## config.mk

```make
export PLATFORM = sky130hd
export DESIGN_NAME = imem_loader
export DESIGN_NICKNAME = d
export VERILOG_FILES = /design/src/rtl/imem_loader.sv
export SDC_FILE = /design/constraint.sdc
export NUM_CORES = 1
export LEC_CHECK = 0
export ABC_AREA = 1
export ABC_CLOCK_PERIOD_IN_PS = 4130
export CAP_MARGIN = 20
export CORE_MARGIN = 2
export CORE_UTILIZATION = 60
export DETAILED_ROUTE_END_ITERATION = 10
export PLACE_DENSITY = 0.83
export RECOVER_POWER = 50
export SLEW_MARGIN = 0
export SYNTH_ARGS = -nofsm -noshare
export SYNTH_HDL_FRONTEND = slang
export SYNTH_SLANG_ARGS = --single-unit
```

## constraint.sdc

```tcl
create_clock -name clk -period 4.13 [get_ports clk]
set_input_delay 0.413 -clock clk [delete_from_list [all_inputs] [get_ports clk]]
set_output_delay 0.413 -clock clk [all_outputs]
set_load 0.01 [all_outputs]
```

## src/rtl/imem_loader.sv

```systemverilog
// Boot-time instruction-memory loader: parses a header/data/checksum byte stream
// and writes 32-bit words into the four byte-wide instruction banks.
module imem_loader #(
   parameter int ADDR_W    = 14,
   parameter int MAX_WORDS = 16384
) (
   input  logic              clk,
   input  logic              rst_n,
   input  logic              start,
   input  logic [7:0]        rx_data,
   input  logic              rx_valid,
   output logic              rx_ready,
   output logic [ADDR_W-1:0] mem_addr,
   output logic [31:0]       mem_wdata,
   output logic [3:0]        mem_we,
   output logic              cpu_hold,
   output logic              done,
   output logic              error,
   output logic [ADDR_W:0]   words_loaded
);

   typedef enum logic [2:0] {IDLE, HDR, DATA, CHK, DONE, ERR} state_t;

   localparam logic [31:0] MAX_N = 32'(MAX_WORDS);

   state_t          state;
   logic [1:0]      byte_cnt;
   logic [31:0]     hdr;
   logic [ADDR_W:0] n_cnt;
   logic [ADDR_W:0] word_idx;
   logic [7:0]      csum;
   logic [23:0]     word_sr;

   logic            acc;
   logic [31:0]     hdr_next;
   logic [7:0]      csum_next;
   logic [ADDR_W:0] idx_next;

   assign acc       = rx_valid & rx_ready;
   assign hdr_next  = {rx_data, hdr[31:8]};
   assign csum_next = csum + rx_data;
   assign idx_next  = word_idx + 1'b1;

   always_ff @(posedge clk or negedge rst_n) begin
      if (!rst_n) begin
         state        <= IDLE;
         byte_cnt     <= '0;
         hdr          <= '0;
         n_cnt        <= '0;
         word_idx     <= '0;
         csum         <= '0;
         word_sr      <= '0;
         rx_ready     <= 1'b0;
         mem_addr     <= '0;
         mem_wdata    <= '0;
         mem_we       <= 4'h0;
         cpu_hold     <= 1'b1;
         done         <= 1'b0;
         error        <= 1'b0;
         words_loaded <= '0;
      end else begin
         mem_we <= 4'h0;
         case (state)
            IDLE, DONE, ERR: begin
               if (start) begin
                  state        <= HDR;
                  byte_cnt     <= '0;
                  hdr          <= '0;
                  word_idx     <= '0;
                  csum         <= '0;
                  words_loaded <= '0;
                  rx_ready     <= 1'b1;
                  cpu_hold     <= 1'b1;
                  done         <= 1'b0;
                  error        <= 1'b0;
               end
            end
            HDR: begin
               if (acc) begin
                  hdr      <= hdr_next;
                  byte_cnt <= byte_cnt + 1'b1;
                  if (byte_cnt == 2'd3) begin
                     // Reject oversize images before any bank is touched.
                     if (hdr_next > MAX_N) begin
                        state    <= ERR;
                        error    <= 1'b1;
                        rx_ready <= 1'b0;
                     end else begin
                        n_cnt <= hdr_next[ADDR_W:0];
                        state <= (hdr_next == 32'd0) ? CHK : DATA;
                     end
                  end
               end
            end
            DATA: begin
               if (acc) begin
                  csum     <= csum_next;
                  byte_cnt <= byte_cnt + 1'b1;
                  word_sr  <= {rx_data, word_sr[23:8]};
                  if (byte_cnt == 2'd3) begin
                     mem_we       <= 4'hF;
                     mem_addr     <= word_idx[ADDR_W-1:0];
                     mem_wdata    <= {rx_data, word_sr};
                     word_idx     <= idx_next;
                     words_loaded <= idx_next;
                     if (idx_next == n_cnt)
                        state <= CHK;
                  end
               end
            end
            CHK: begin
               if (acc) begin
                  rx_ready <= 1'b0;
                  if (csum_next == 8'd0) begin
                     state    <= DONE;
                     done     <= 1'b1;
                     cpu_hold <= 1'b0;
                  end else begin
                     state <= ERR;
                     error <= 1'b1;
                  end
               end
            end
            default: begin
               state    <= IDLE;
               rx_ready <= 1'b0;
            end
         endcase
      end
   end

endmodule

```

==> results of run 1 <==
==> sequential cells by signal, summed over array words and instances (netlist names) <==
signal,cells
state,3
mem_we,1
hdr,24
mem_addr,14
rx_ready,1
error,1
mem_wdata,32
byte_cnt,2
done,1
word_idx,15
csum,8
word_sr,24
cpu_hold,1
n_cnt,15
==> cells in the mapped netlist (all sizes together) (2+ instances only) <==
library cell and instances:
buf 16, nand4 9, a21oi 7, o21ai 130, a21boi 2, clkinv 2
xor2 5, o22ai 12, inv 106, nor4 4, nand3b 6, xnor2 4
nor3 5, ha 9, nand2 190, nor2 38, clkbuf 16, nand3 62
dfrtp 141
==> layout make-up <==
cell class                      instances  area (um2)
Fill cell                             771        2730
Clock inverter                         14         121
Clock buffer                           18         418
Inverter                              108         405
Multi-Input combinational cell        489        2470
Tap cell                              140         175
Sequential cell                       142        3550
Timing Repair Buffer                   90         871
==> layer usage <==
metal  GRT usage  share of wire  vias to the layer above
li1            -              -                     2650
met1       0.374           0.43                     2643
met2       0.457           0.49                      184
met3      0.0622          0.057                       41
met4       0.120          0.025                        0
met5           0              0                        -
==> cells by family (layout without fill, tap and decap cells) <==
group / count (synthesis) / after routing
AND/OR/NAND/NOR: 314 / 314
buffers and inverters: 140 / 230
XOR/XNOR: 10 / 10
adder cells (fa/ha/maj): 10 / 10
AO/OA/AOI/OAI: 155 / 155
flip-flops: 142 / 142
==> worst paths after layout <==
path                       startpoint           to  depth (start not counted)
min                          cpu_hold     cpu_hold                          2
min reg2reg                  cpu_hold     cpu_hold                          2
max in group clk              hdr[16]     n_cnt[9]                          8
min in group asynchronous       rst_n  word_sr[20]                          2
max reg2reg                   hdr[16]     n_cnt[9]                          8
max                             rst_n  word_idx[8]                          3
==> worst max-delay path: stages <==
cell and delay [ns]:
dlygate4sd3_1 0.52, clkbuf_2 1.28, clkbuf_2 0.94
==> power breakdown <==
part | internal [mW] | switching (mW) | total (mW)
logic | 0.248 | 0.528 | 0.776
registers | 1.51 | 0.0767 | 1.59
clock network | 0.795 | 0.583 | 1.38
total | 2.56 | 1.19 | 3.75
==> through the flow <==
stage                     instances  hold slack [ns]  worst slack (ns)
after global routing           1001            0.488             0.927
after detailed placement        968            0.456              1.24
final                          1001            0.463              1.43
after CTS                      1001            0.468              1.76
after global placement          968            0.455              1.30
after floorplan                 771            0.117              2.11
==> run_results.csv, run 1 <==
group,metric,value,unit
yosys,synth_fa_ha_area_frac,0.0202,
clock_tree,cts_tree,"yes",
yosys,synth_top_area_cell,"dfrtp_1",
yosys,synth_nets,793,
outcome,status,"finished with violations",
yosys,synth_top_family_by_area,"simple AND/OR/NAND/NOR gates",
clock_tree,cts_resized,0,
critical_path,worst-path-max-fanout,73,
yosys,synthSimpleGateAreaFrac,0.205,
cells_and_area,design_area,8010,um2
yosys,syn_inst,771,
timing,skew,0.00704,ns
yosys,synth_xor_area_frac,0.0154,
power,ir_drop,0.483,mV
clock_tree,h-tree-depth,4,
place,dp_hpwl,10.4,mm
cells_and_area,finish.utilization,0.746,
outcome,violations,"max-capacitance violations, max-slew violations",
critical_path,worstSetupPathType,"primary input to async pin",
place,gp_congestion,0.848,
timing,rsz0062_at_grt,"no",
clock_tree,cts-buffers-inserted,17,
global_route,grt_pass1_vias,5453,
yosys,synth_seq_cells,142,
route,vias_per_cell,5.51,
floorplan,rows,38,
yosys,synth_mux_area_frac,0,
route,wirelength,15.2,mm
timing,max_freq,370,MHz
route,vias,5518,
yosys,synth_warnings,0,
timing,relSlewSlack,-0.189,
global_route,antenna_found_initial,0,
floorplan,fp.dieW,109,um
place,placed_area,7470,um2
yosys,synthTopCellsByArea,"dfrtp_1 54%, nand2_1 11%, o21ai_0 6.0%",
floorplan,io_pins,81,
floorplan,dieHeight,109,um
clock_tree,clk_pin_slew,0.06,ns
yosys,synth_area,6580,um2
clock_tree,clock_sinks,142,
yosys,synth_top_area_share,0.536,
timing,setup_violations,0,
yosys,syn_avg_cell_area,8.53,um2
route,drcViolationCount,0,
cells_and_area,diodes,0,
yosys,async_reset_ff_frac,1.00,
run,max_cap_violations,1,
yosys,synth_edf_count,0,
power,leakage,3.73,nW
clock_tree,clk_path_buf_depth,2,
critical_path,endpoint_kind,"async pin",
cells_and_area,drive_above_1_share,0.0825,
power,finalPower,3.75,mW
floorplan,start_util,0.612,
timing,finalHoldViolCount,0,
critical_path,cp-start-kind,"primary input",
clock_tree,cts.root.buffer_cell,"clkbuf_8",
clock_tree,clock_latency,0.53,ns
cells_and_area,area_growth,21.8,%
route,drtPass1Iterations,5,
global_route,grt_usage,0.284,
critical_path,ff2ff_setup_slack,1.71,ns
power,powerDensity,467,nW/um2
global_route,grt_max_degree,96,
cells_and_area,layout_common_cells,"188 x nand2_1, 141 x dfrtp_1, 101 x inv_1",
route,wl_per_cell,15.1,um
place,io_buffers,80,
timing,finalMaxSlewViolations,74,
critical_path,worstPathArrival,3.22,ns
timing,fin_crit_sh,0.654,
clock_tree,post_cts_buffers,0,
cells_and_area,layout_commonest_cell,"nand2_1",
yosys,synth_flop_cell,"dfrtp_1",
route,ant_nets,0,
global_route,grt_pass1_wl,25.9,mm
worst_hold_path,hold_path_class,"flip-flop to flip-flop",
yosys,synth_compound_area_frac,0.132,
yosys,ys_types,36,
cells_and_area,nets,870,
global_route,grt_overflow,0,
timing,setup-tns-final,0,ns
yosys,synth_seq_area_share,0.540,
route,drt_iter0_drc,561,
floorplan,dieArea,11800,um2
critical_path,required,4.65,ns
timing,worst_slew_pin_slew,1.78,ns
floorplan,core,10700,um2
clock_tree,hold_buffers,1,
timing,fin_crit,2.70,ns
No activity file was read; power rests on OpenSTA's default activity.
==> run 2, diff against run 1 <==
- ABC_CLOCK_PERIOD_IN_PS: 4130 -> 2400
- CORE_UTILIZATION: 60 -> 50
- PLACE_DENSITY: 0.83 -> 0.74
- clock period: 4.13 -> 2.4 ns (I/O delays scaled with it)
==> run 2 against run 1 <==
Net effect:
- the run now ends clean
- sequential power is 73% higher
- utilization decreased by 9.3 points
- clock power is 99% higher
- wire length decreased by 1.8%
- combinational power increased by 82%
- sequential share of layout area down 1.5 points
- largest cell class unchanged
==> run_results.csv, run 2 (synthesis gave the netlist of run 1 again) <==
group,metric,value,unit
outcome,status,"complete, no violations",
global_route,grt_pass1_vias,5229,
timing,rsz0062_at_grt,"no",
timing,finalMaxSlewViolations,0,
run,max_cap_violations,0,
power,powerDensity,830,nW/um2
cells_and_area,layout_commonest_cell,"nand2_1",
cells_and_area,diodes,0,
clock_tree,clk_pin_slew,0.06,ns
worst_hold_path,holdPathStages,2,
cells_and_area,seq_area,3550,um2
cells_and_area,layout_common_cells,"188 x nand2_1, 141 x dfrtp_1, 101 x inv_1",
critical_path,worst-path-max-fanout,19,
place,dp.cells,1010,
cells_and_area,multi_input_area,2480,um2
global_route,grt_overflow,0,
clock_tree,h-tree-depth,4,
floorplan,dieHeight,119,um
timing,relSlewSlack,0.206,
power,ir_drop,0.582,mV
global_route,grt_usage,0.225,
critical_path,rr_worst_depth,10,
clock_tree,cts.root.buffer_cell,"clkbuf_16",
clock_tree,cts-buffers-inserted,17,
timing,skew,0.00849,ns
cells_and_area,nets,882,
critical_path,endpoint_kind,"flip-flop",
clock_tree,clock_latency,0.42,ns
cells_and_area,largest_register_ffs,32,
floorplan,core,12700,um2
critical_path,cp-start-kind,"flip-flop",
timing,worst_slew_pin_slew,1.19,ns
global_route,grt_max_degree,60,
critical_path,reg2reg_from,"state[1]",
floorplan,fp.dieW,119,um
clock_tree,clk_path_buf_depth,2,
timing,setup-tns-final,0,ns
cells_and_area,drive_above_1_share,0.0962,
floorplan,start_util,0.517,
timing,setup_violations,0,
cells_and_area,area_growth,26.2,%
worst_hold_path,holdCritStartpoint,"cpu_hold",
floorplan,rows,41,
route,drcViolationCount,0,
route,wl_per_cell,14.2,um
timing,hold_ws,0.465,ns
timing,max_freq,451,MHz
route,drtPass1Iterations,4,
clock_tree,clock_sinks,142,
floorplan,dieArea,14100,um2
worst_hold_path,hold_path_class,"flip-flop to flip-flop",
critical_path,r2r-end,"word_idx[1]",
cells_and_area,fill_cells,1077,
route,drt_iter0_drc,393,
place,dp_hpwl,10.6,mm
place,pre_cts_slack,-0.179,ns
cells_and_area,stdcell_count,1045,
cells_and_area,finish.utilization,0.652,
route,vias,5438,
cells_and_area,reg.largest.list,"mem_wdata x32, hdr x24, word_sr x24",
power,leakage,3.85,nW
place,io_buffers,80,
timing,fin_crit_sh,0.924,
critical_path,worstSetupPathType,"flip-flop to flip-flop",
place,placed_area,7650,um2
cells_and_area,design_area,8300,um2
power,finalPower,6.89,mW
route,wirelength,14.9,mm
timing,fin_crit,2.22,ns
timing,worst_slack,0.183,ns
route,ant_nets,0,
clock_tree,cts_tree,"yes",
place,gp_congestion,0.888,
cells_and_area,largest-register,"mem_wdata",
route,vias_per_cell,5.20,
floorplan,io_pins,81,
critical_path,ff2ff_setup_slack,0.18,ns
worst_hold_path,min_to,"cpu_hold",
critical_path,required,2.70,ns
global_route,grt_pass1_wl,25.2,mm
critical_path,worstPathArrival,2.51,ns
global_route,antenna_found_initial,0,
timing,finalHoldViolCount,0,
==> run 2: cell types whose count changed in the layout (fill, tap and decap cells not counted), moves of 2 or more <==
cell        before  now
bufinv_16        1    4
clkinvlp_4       6    4
buf_12           0    5
buf_4            8   14
==> run 2: how the worst max path moves through the flow <==
stage	startpoint	to	slack, ns	cells past startpoint
after global routing	word_idx[1]	state[1]	0.006	16
after CTS	state[2]	word_idx[1]	0.11	11
after floorplan	csum[0]	done	0.46	14
final	state[1]	word_idx[1]	0.18	10
after global placement	rx_data[0]	done	-0.1	15
after detailed placement	rx_data[0]	done	-0.18	15
==> run 2: routing by layer <==
metal / global-route usage / vias to the layer above / part of all wire
li1: - / 2690 / -
met1: 0.295 / 2578 / 0.45
met2: 0.356 / 144 / 0.49
met3: 0.0531 / 26 / 0.044
met4: 0.0982 / 0 / 0.022
met5: 0 / - / 0
==> run 2: repair_timing <==
action | 4_1_cts | 5_1_grt
hold buffers | 1 | 0
setup buffers | 0 | 2
resized for setup | 0 | 4
endpoints found under the setup margin | 0 | 6
endpoints found under the hold margin | 42 | 0
==> run 2: final cells by class <==
| class | instances | share of cell area |
|---|---|---|
| sequential | 142 | 0.428 |
| multi-input combinational | 489 | 0.299 |
| timing repair buffer | 102 | 0.123 |
| clock buffer | 18 | 0.0517 |
| inverter | 108 | 0.0489 |
| tap | 172 | 0.0259 |
| clock inverter | 14 | 0.0231 |
==> run 2: worst max-delay path, stage by stage, from the launching register on <==
cell,delay (ns)
dfrtp_1,0.51
nor2_2,0.24
inv_2,0.09
nor2_1,0.24
clkinv_1,0.13
o21ai_1,0.20
a21oi_4,0.13
o21a_1,0.13
buf_4,0.22
nand3_1,0.12
o21ai_1,0.08
==> run 2: power by group <==
group / switching, mW / total, mW / internal (mW) / leakage [nW]
sequential: 0.140 / 2.75 / 2.61 / 1.84
combinational: 0.937 / 1.41 / 0.469 / 1.72
clock: 1.00 / 2.74 / 1.74 / 0.292
total: 2.08 / 6.89 / 4.81 / 3.85
